**src/rtl/bilbo_pkg.sv**
```systemverilog
// BILBO register shared definitions:
// mode encodings and session FSM states.
package bilbo_pkg;

  typedef logic [1:0] mode_t;

  localparam mode_t MODE_SCAN = 2'b00;
  localparam mode_t MODE_SEED = 2'b01;
  localparam mode_t MODE_LFSR = 2'b10;
  localparam mode_t MODE_LOAD = 2'b11;

  typedef logic [1:0] state_t;

  localparam state_t ST_IDLE = 2'd0;
  localparam state_t ST_RUN  = 2'd1;
  localparam state_t ST_FIN  = 2'd2;

endpackage

```
**src/rtl/bilbo_lfsr_step.sv**
```systemverilog
// One Fibonacci LFSR/MISR step, combinational.
// Shared so multi-register BIST rings can reuse it.
module bilbo_lfsr_step #(
  parameter int N = 8
) (
  input  logic [N-1:0] q_i,
  input  logic [N-1:0] d_i,
  input  logic         sel_misr_i,
  input  logic [N-1:0] poly_i,
  output logic [N-1:0] nxt_o
);

  logic         fb;
  logic [N-1:0] inj;

  // Feedback parity, optional data injection.
  always_comb begin
    fb    = ^(q_i & poly_i);
    inj   = sel_misr_i ? d_i : '0;
    nxt_o = {q_i[N-2:0], fb} ^ inj;
  end

endmodule

```
**src/rtl/bilbo_bist_reg.sv**
```systemverilog
// BILBO register (load/scan/seed/LFSR) with
// a counted self-test session and signature check.
module bilbo_bist_reg
  import bilbo_pkg::*;
#(
  parameter int           N    = 8,
  parameter logic [N-1:0] POLY = 8'hB8,
  parameter logic [N-1:0] SEED = 8'h01,
  parameter int           CW   = 16
) (
  input  logic          CLK,
  input  logic          RST,
  input  logic          C1,
  input  logic          C2,
  input  logic          SEL_MISR,
  input  logic [N-1:0]  D,
  input  logic          SI,
  input  logic          START,
  input  logic [CW-1:0] NPAT,
  input  logic [N-1:0]  GOLDEN,
  output logic [N-1:0]  Q,
  output logic [N-1:0]  QBAR,
  output logic          SO,
  output logic          BUSY,
  output logic          DONE,
  output logic          PASS
);

  mode_t         mode;
  logic [N-1:0]  q_q, q_d;
  logic [N-1:0]  step_w;
  state_t        st_q;
  logic [CW-1:0] cnt_q;
  logic          done_q, pass_q;
  logic          cmp_q;
  logic          run;
  logic          match;

  assign mode  = {C1, C2};
  assign run   = (st_q == ST_RUN);
  assign match = (q_q == GOLDEN);

  bilbo_lfsr_step #(.N(N)) u_step (
    .q_i       (q_q),
    .d_i       (D),
    .sel_misr_i(SEL_MISR),
    .poly_i    (POLY),
    .nxt_o     (step_w)
  );

  // Register next value by mode; LFSR only steps in RUN.
  always_comb begin
    q_d = q_q;
    unique case (mode)
      MODE_LOAD: q_d = D;
      MODE_SCAN: q_d = {q_q[N-2:0], SI};
      MODE_SEED: q_d = SEED;
      MODE_LFSR: q_d = run ? step_w : q_q;
      default:   q_d = q_q;
    endcase
  end

  // Datapath register.
  always_ff @(posedge CLK or posedge RST) begin
    if (RST) q_q <= SEED;
    else     q_q <= q_d;
  end

  // Session FSM, step counter and result flags.
  always_ff @(posedge CLK or posedge RST) begin
    if (RST) begin
      st_q   <= ST_IDLE;
      cnt_q  <= '0;
      done_q <= 1'b0;
      pass_q <= 1'b0;
      cmp_q  <= 1'b0;
    end else begin
      case (st_q)
        ST_RUN: begin
          if (mode == MODE_LFSR) begin
            cnt_q <= cnt_q - CW'(1);
            if (cnt_q == CW'(1)) begin
              st_q  <= ST_FIN;
              cmp_q <= 1'b1;
            end
          end
        end
        default: begin
          if (START) begin
            cmp_q <= 1'b0;
            if (NPAT != '0) begin
              st_q   <= ST_RUN;
              cnt_q  <= NPAT;
              done_q <= 1'b0;
              pass_q <= 1'b0;
            end else begin
              st_q   <= ST_FIN;
              done_q <= 1'b1;
              pass_q <= match;
            end
          end else if (cmp_q) begin
            // Final signature is stable now.
            cmp_q  <= 1'b0;
            done_q <= 1'b1;
            pass_q <= match;
          end
        end
      endcase
    end
  end

  assign Q    = q_q;
  assign QBAR = ~q_q;
  assign SO   = q_q[N-1];
  assign BUSY = run;
  assign DONE = done_q;
  assign PASS = pass_q;

endmodule

```
**config.mk**
```make
export PLATFORM = sky130hd
export DESIGN_NAME = bilbo_bist_reg
export DESIGN_NICKNAME = d
export VERILOG_FILES = /design/src/rtl/bilbo_pkg.sv /design/src/rtl/bilbo_lfsr_step.sv /design/src/rtl/bilbo_bist_reg.sv
export SDC_FILE = /design/constraint.sdc
export NUM_CORES = 1
export LEC_CHECK = 0
export ABC_AREA = 1
export BUFFER_PORTS_ARGS = -buffer_cell sky130_fd_sc_hd__buf_2
export CAP_MARGIN = 20
export CORE_AREA = 2 2 64 126
export CTS_CLUSTER_SIZE = 20
export DETAILED_ROUTE_END_ITERATION = 10
export DIE_AREA = 0 0 66 128
export GPL_ROUTABILITY_DRIVEN = 1
export PLACE_DENSITY = 0.6
export SKIP_CTS_REPAIR_TIMING = 1
export SYNTH_ARGS = -nofsm -noshare
export SYNTH_HDL_FRONTEND = slang
export SYNTH_SLANG_ARGS = --single-unit
```
**constraint.sdc**
```tcl
create_clock -name CLK -period 1.3 [get_ports CLK]
set_input_delay 0.325 -clock CLK [delete_from_list [all_inputs] [get_ports CLK]]
set_output_delay 0.325 -clock CLK [all_outputs]
set_load 0.01 [all_outputs]
```
### After elaboration in Yosys (flattened, before gate mapping)

Cells that the tools add are included.

* add/sub/neg operators: 1
* equality and inequality tests: 9
* muxes and demuxes: 21
* bitwise logic cells: 3
* reduce and logical (&&, ||, !) cells: 10

Operators with widths (number)
* two-way mux 16 bit: 4
* case mux 8 bit (4 select lines): 1
* == test 16 x 1 -> 1 bit (second input constant): 1
* two-way mux 8 bit: 2
* nonzero test 16 bit: 1
* subtractor 16 x 1 -> 16 bit (second input constant): 1
* two-way mux 2 bit: 5
* two-way mux 1 bit: 9
* == test 8 bit: 1
* NOT 8 bit: 1
* parity 8 bit: 1
* bitwise XOR 8 bit: 1
* AND reduction 3 bit: 2
* nonzero test 2 bit: 3
* == test 2 x 1 -> 1 bit (second input constant): 2
* == test 2 bit (second input constant): 2
* inequality test 2 x 1 -> 1 bit (second input constant): 2
* AND reduction 2 bit: 2
* logical NOT 2 bit: 1
* inequality test 2 bit (second input constant): 1
* NOT 1 bit: 1

* bits in registers: 29
* bits of input ports: 39
* output and inout port bits: 20
* logic and storage cells: 50

### Longest topological paths before layout

Gate-level depths: netlist (run 1).

* depth in word-level cells: 4
* gate-level depth with buffers: 10
* mapped depth without buffers: 10

### Hierarchy

From an unflattened synthesis (run 1), not the netlist that was laid out.

* cell total of the unflattened synthesis: 383
* area, all modules: 2463.6 µm²

Modules (own cells, without submodules)
* bilbo_bist_reg: instances 1, cells each 326, area an instance 2180.8 µm², sequential area each 726.9 µm²
* bilbo_lfsr_step: instances 1, cells each 57, area an instance 282.8 µm², sequential area each 0.0 µm²

### Worst setup path before layout (run 1)

No wires, ideal clock.

* path type: reg-to-reg
* start: register cnt_q[0]
* end: register cnt_q[14]
* setup time: 0.117 ns
* arrival: 1.181 ns
* data required time: 1.183 ns
* slack: 0.002 ns
* stages on the path, launching flop included: 10
* buffers on the path: 0
* clock period less this slack: 1.298 ns
* path through: dfrtp_1 inv_1 ha_1 nand3_1 inv_1 nand2_1 nand2_1 nand3_1 nand3_1 nand2_1

* cells in the longest elaborated chain, start to end: 3

RTL lines
* start: declaration: RTL line bilbo_bist_reg.sv:33 `logic [CW-1:0] cnt_q;`
* start signal: assignment: RTL line bilbo_bist_reg.sv:81 `cnt_q <= cnt_q - CW'(1);`
* subtractor 16 x 1 -> 16 bit: RTL line bilbo_bist_reg.sv:81
* two-way mux 16 bit: RTL line bilbo_bist_reg.sv:80 `if (mode == MODE_LFSR) begin`
* two-way mux 16 bit: RTL line bilbo_bist_reg.sv:78 `case (st_q)`

No other way between the ends. The select of a mux whose other input is x is not followed.
A chain may end at the register's enable or synchronous reset.

### Worst setup path in the final report (run 1)

* start: register st_q[1]
* end: output BUSY

* cells in the longest elaborated chain, start to end: 1

RTL lines
* start: declaration: RTL line bilbo_bist_reg.sv:32 `state_t st_q;`
* start signal: assignment: RTL line bilbo_bist_reg.sv:72 `st_q <= ST_IDLE;`
* start signal: assignment: RTL line bilbo_bist_reg.sv:83 `st_q <= ST_FIN;`
* start signal: assignment: RTL line bilbo_bist_reg.sv:92 `st_q <= ST_RUN;`
* == test 2 x 1 -> 1 bit: RTL line bilbo_bist_reg.sv:40 `assign run = (st_q == ST_RUN);`
* end: declaration: RTL line bilbo_bist_reg.sv:24 `output logic BUSY,`

No other way between the ends.

==> impl_results.md, run 1 <==
- Post-detail-place hpwl: between 5 and 6 mm
- Critical path class: flop to output port
- Hold Fails Final Rpt: 0
- Flop pwr share: between 20% and 30%
- Top-count cell post-synth: nand2_1
- Status: complete, but fails checks
- Max-slew violations: 0
- Gpl congestion: 0.825
- Largest net degree at the start of global routing: 24
- Synth area leaders: dfrtp_1, nand2_1, nand3_1, nor2_1, inv_1
- Worst setup margin: -133 ps
- Synthesis-to-layout area growth: 51.7%
- Gr usage total: between 10% and 20%
- Dpl cell area: 0.00298 mm^2
- Die Span X: 66 um
- Syn avg cell area: roughly 6.4 um^2
- Syn Inst Count: ~350
- Residual DRC: 0
- Area share of fa/ha/maj cells after synthesis: approximately 1.1%
- Hold Crit Class: primary input to asynchronous set/reset pin
- CP startpoint kind: flop
- Power per standard cell area: between 2000 and 2500 mW/mm^2
- Drt initial violations: 67
- Die height: 128 um
- Post-synthesis compound-gate area fraction: 9.94%
- CTS Root Cell: clkbuf_16
- Required @ worst endpoint: 980 ps
- Routed WL: between 7 and 8 mm
- Die Area: roughly 0.0084 mm^2
- GRT overflow: 0
- Post-layout minimum cycle time: roughly 1400 ps
- Setup Skew: 4.48 ps
- CTS buffer count: 5
- Post-Syn Nets: between 300 and 400
- Top cells by count, synth: nand2_1, nor2_1, nand3_1, inv_1, dfrtp_1
- Register Area: approximately 730 um^2
- Asr flop ratio synth: 100%
- Logic gate share of total power: 62.9%
- Worst-Margin Slew: between 400 and 500 ps
- Tot Pwr: between 7 and 8 mW
- Syn. warnings: 0
- Final setup fails: 22
- Nets: 509
- Antenna fix cells: 0
- Post-Layout Inst Area: 0.00342 mm^2
- Synth top area share: a little over 30%
- Synthesized flop and latch total: 29
- Fin util: 45.3%
- Clock sinks: 29
- CORE AREA: approximately 0.0075 mm^2
- Clock power share: 14.5%
- Clock Tree Buf Depth: 2
- Vias in the first global route: between 2k and 3k
- Pint: ~4.2 mW
- Leakage power: roughly 1.8 nW
- Total number of vias: between 2k and 3k
- Simple-Gate Fraction of Synth Area: between 40% and 50%
- Cell Area, Synth: between 0.002 and 0.0025 mm^2
- R2R depth: 8
- Initial Util: between 20 and 30%
- Upper clock frequency limit: around 0.70 GHz
- H-tree depth: 2
- Worst Path Arrival: between 1000 and 1500 ps
- Share of layout cells above drive strength 1: around two fifths
- Area occupied by multi-input gates: between 0.001 and 0.0015 mm^2
- Worst-path clk slew: 50 ps
- Crit end category: output port
- Post-synthesis cell type count: 28
- Fin crit share: 110%
- Crit-path max FO: 7
- Max-Cap Viols: 0
- Pre-antenna DRT Iters: 4
- Final antenna-violating net count: 0
- # IOs: approximately 60
- NetSw: ~3.5 mW
- Post-synthesis sequential area ratio: between 30% and 40%
- Peak supply drop: 1100 uV
- # rows: 45
- Largest family of logic cells by synthesized area: simple AND/OR/NAND/NOR gates
- Failing checks: negative setup slack
- CTS tree: built
- First-pass GRT wire length: about 12 mm
- Post-synth EDFFs: 0
- Post-synthesis mux area share: 0%
- Cell accounting for the most synthesized area: dfrtp_1
- Worst slew margin: about 70%
- Clk_lat worst skew: roughly 280 ps
- Routed len/inst: around 14 um
- Port Buf Inserts: 58
- Prevailing post-synth register cell: dfrtp_1
- Sw Share: between 40% and 50%
- Post-Synth XOR/XNOR Area: around 3.1%
- Antenna violations before repair: 0
- FILL cells: 810
- Unrepaired setup endpoints after global routing: yes
- DR vias/cell: 4.86
## power groups by stage
stage	Sequential [mW]	Clock, mW	Combinational (mW)
after detailed placement	1.72	0	3.99
after floorplan	1.66	0	2.49
after CTS	1.70	1.14	4.01
after global routing	1.81	1.17	5.38
after global placement	1.70	0	3.91
final	1.76	1.13	4.88
## worst max-delay path: stages (launching register included)
cell and delay, ps:
dfrtp_1 400, nor2_4 180, buf_8 150, buf_6 100
## logic make-up after synthesis
group	after synthesis
AOI/OAI and AO/OA	35
xor gates and xnor gates	8
adders and majority gates	2
buffers and inverters	48
DFF	29
and+or+nand+nor	230
## state kept, by name, summed over array words and instances, names as in the netlist
name / flops
cnt_q: 16
Q: 8
st_q: 2
DONE: 1
PASS: 1
cmp_q: 1
## layout make-up
class                           count  share of cell area [%]
Multi-Input combinational cell    277                    42.0
Timing Repair Buffer              116                    24.8
Sequential cell                    29                    21.5
Inverter                           39                    4.28
Clock buffer                        6                    3.77
Tap cell                           94                    3.44
Clock inverter                      2                   0.293
## metrics by stage
| stage | worst slack (ps) | instances | setup TNS [ps] | hold slack [ps] |
|---|---|---|---|---|
| global route | -197 | 563 | -2840 | 115 |
| floorplan | 1.87 | 352 | 0 | 402 |
| global placement | -214 | 540 | -3290 | 352 |
| detailed placement | -248 | 540 | -3680 | 361 |
| CTS | -284 | 548 | -2950 | 67.8 |
| finish | -133 | 563 | -1110 | 60.0 |
## layout by cell type (no fill, tap or decap), types with 2 or more instances in the layout
| cell | instances |
|---|---|
| o21ai_1 | 2 |
| a31oi_1 | 7 |
| a21oi_2 | 2 |
| o21ai_2 | 11 |
| buf_12 | 5 |
| nor2_4 | 5 |
| o21ai_0 | 7 |
| nand4_1 | 2 |
| nand3_1 | 35 |
| buf_2 | 55 |
| nand3_2 | 3 |
| nor2_1 | 34 |
| nor2_2 | 13 |
| buf_4 | 47 |
| dfrtp_2 | 6 |
| a21oi_1 | 3 |
| nand2_1 | 126 |
| xor2_1 | 8 |
| nand2_2 | 8 |
| inv_2 | 11 |
| dfrtp_1 | 22 |
| inv_1 | 28 |
| clkbuf_16 | 6 |
| buf_6 | 7 |
| clkinv_2 | 2 |
## layer usage
layer	vias up	wire [um]	track usage [%]
met4	0	419	11.2
met3	22	280	2.19
met2	76	4420	35.3
li1	1341	-	-
met1	1298	2530	16.8
met5	-	0	0
## path summary, 6_finish.rpt
kind	startpoint	to	slack, ps
setup / recovery	st_q[1]	BUSY	-130
hold / removal	RST	cmp_q	60
setup reg to reg	cnt_q[2]	cnt_q[12]	-90
hold reg to reg	PASS	PASS	540
max in group asynchronous	RST	Q[0]	960
min in group CLK	D[4]	Q[4]	320
Power figures use the tool's default switching activity.
==> run 2: changes to the inputs <==
- CELL_PAD_IN_SITES_DETAIL_PLACEMENT: unset -> 0
- CELL_PAD_IN_SITES_GLOBAL_PLACEMENT: unset -> 2
- CORE_AREA: 2 2 64 126 -> 2 2 71 140
- CTS_CLUSTER_DIAMETER: unset -> 150
- DIE_AREA: 0 0 66 128 -> 0 0 73 142
- PLACE_DENSITY: 0.6 -> 0.82
==> run 2 against run 1 <==
  * The run still ends with negative setup slack left
  * Final area is 4.1% higher
  * Fmax rose by 0.36%
  * Clock skew barely moved
  * Count of clock-buffer cells in the layout is 1 lower
  * Sequential cell count is the same
  * Non-clock buffer count increased by 7
  * Worst setup slack better by 5.1 ps
  * Via count fell by 3.1%
  * Sequential power grew 3%
  * Critical path depth unchanged
  * Critical endpoint unchanged
  * Largest cell class unchanged
  * Largest power group unchanged
  * Highest routed layer unchanged
==> impl_results.md, run 2 (synthesized netlist as in run 1, its figures left out) <==
- Failing checks: negative setup slack
- Fin cells: 580 (+3.0%)
- Antenna fix cells: 0 (unchanged)
- Clock sinks: 29 (unchanged)
- CORE AREA: 0.00932 mm^2 (+24%)
- CP startpoint kind: flop
- Worst-path clk slew: 50 ps (about the same)
- Die Span X: 73 um (+11%)
- Setup Skew: 4.89 ps (+0.411 ps)
- Clk_lat worst skew: 280 ps (about the same)
- Vias in the first global route: 2,585 (-2.5%)
- Largest net degree at the start of global routing: 30 (+25%)
- Initial Util: 24.2% (-5.7 points)
- Post-Layout Inst Area: 0.00356 mm^2 (+4.1%)
- Total number of vias: 2,652 (-3.1%)
- Antenna violations before repair: 0 (unchanged)
- Dpl cell area: 0.00306 mm^2 (+2.5%)
- First-pass GRT wire length: 12.5 mm (+6.6%)
- Final setup fails: 28 (+27%)
- Synthesis-to-layout area growth: 57.9%
- Gr usage total: 16.0% (-2.1 points)
- Max-slew violations: 0 (unchanged)
- Hold Fails Final Rpt: 0 (unchanged)
- Fin crit share: 110% (-0.39 points)
- Final antenna-violating net count: 0 (unchanged)
- Status: complete, but fails checks
- # rows: 50 (+11%)
- CTS Root Cell: clkbuf_16
- Routed WL: 7.91 mm (+3.3%)
- Reg-to-reg endpoint: cnt_q[5]
- Setup tns final: -1190 ps (-83.8 ps)
- R2r startpoint: st_q[1]
- H-tree depth: 2 (unchanged)
- Pre-antenna DRT Iters: 4 (unchanged)
- Crit-path max FO: 5 (-2)
- CTS tree: built
- Critical path class: flop to output port
- Worst setup margin: -128 ps (+5.09 ps)
- Nets: 516 (+1.4%)
- Most common cell after layout, fill and taps aside: nand2_1
- R2r setup slk: -70 ps (+20 ps)
- Worst-Margin Slew: 479 ps (+5.15 ps)
- Unrepaired setup endpoints after global routing: yes
- Post-layout minimum cycle time: 1430 ps (-5.09 ps)
- Worst slew margin: 68.1% (-0.34 points)
- Post-detail-place hpwl: 6.24 mm (+8.9%)
- Crit end category: output port
- Required @ worst endpoint: 980 ps (about the same)
- Pre-CTS setup slack: -248 ps (+0.223 ps)
- Routed len/inst: 13.6 um (+0.24%)
- Commonest non-fill, non-tap cells in the layout: nand2_1, buf_2, buf_4
- GRT overflow: 0 (unchanged)
- Biggest register: cnt_q
- DR vias/cell: 4.57 (-5.9%)
- Max-Cap Viols: 0 (unchanged)
- Residual DRC: 0 (unchanged)
- Die Area: 0.0104 mm^2 (+23%)
- Drt initial violations: 61 (-9.0%)
- Port Buf Inserts: 58 (unchanged)
- Die height: 142 um (+11%)
- Gpl congestion: 0.820 (-0.69%)
- FILL cells: 979 (+21%)
- Clock Tree Buf Depth: 2 (unchanged)
- Worst Path Arrival: 1100 ps (about the same)
- Hold Crit Class: primary input to asynchronous set/reset pin
- Upper clock frequency limit: 0.701 GHz (+0.36%)
- CTS buffer count: 5 (unchanged)
- # IOs: 59 (unchanged)
- Dpl cells: 560 (+3.7%)
- Peak supply drop: 913 uV (-17%)
- Power per standard cell area: 2270 mW/mm^2 (+0.20%)
- Max reg flops: 16 (unchanged)
- Share of layout cells above drive strength 1: 45.4% (+5.1 points)
- Hold Slack: 73.0 ps (+13.0 ps)
- Leakage power: 1.81 nW (+1.4%)
- R2R depth: 8 (unchanged)
==> run 2: cell count changes in the layout (fill, tap and decap cells not counted), moves of 3 or more <==
| cell | delta |
|---|---|
| buf_4 | +7 |
| dfrtp_1 | -7 |
| dfrtp_2 | +7 |
| nand2_1 | -3 |
| nand3_1 | -4 |
| nand3_2 | +3 |
| nor2_1 | -7 |
| nor2_4 | +7 |
==> run 2: worst max-delay path, cell delays in order (launching register included) <==
cell and delay, ps:
dfrtp_1 400, nor2_4 180, buf_8 140, buf_6 90
==> run 2: per-layer routing <==
layer	wire, um	GRT usage, %
met1	2530	14.8
met2	4610	30.3
met3	256	2.27
met4	510	11.0
met5	0	0
==> run 2: final cells by class <==
| cell class | instances | area [um^2] | area share, % |
|---|---|---|---|
| Clock buffer | 5 | 125 | 3.52 |
| Inverter | 39 | 151 | 4.25 |
| Clock inverter | 3 | 17.5 | 0.492 |
| Tap cell | 104 | 130 | 3.66 |
| Sequential cell | 29 | 743 | 20.9 |
| Timing Repair Buffer | 123 | 881 | 24.8 |
| Multi-Input combinational cell | 277 | 1510 | 42.4 |
==> run 2: through the flow <==
step	power, mW	utilization [%]
finish	8.10	38.2
detailed placement	5.88	32.8
global route	8.77	38.2
global placement	5.82	32.8
floorplan	4.15	-
CTS	7.04	34.3
==> run 2: worst max path at each step <==
stage	startpoint	endpoint	slack (ps)	cells past startpoint
final	st_q[1]	BUSY	-130	3
after global routing	st_q[0]	BUSY	-170	4
after CTS	st_q[1]	BUSY	-300	3
after detailed placement	cnt_q[0]	cnt_q[6]	-250	9
after global placement	cnt_q[0]	cnt_q[14]	-230	9
after floorplan	cnt_q[0]	cnt_q[14]	2	9
==> run 2: report_power, final <==
group	total, mW	switching, mW	internal, mW
combinational	5.15	2.81	2.34
clock	1.13	0.430	0.700
sequential	1.81	0.493	1.32
total	8.10	3.73	4.36
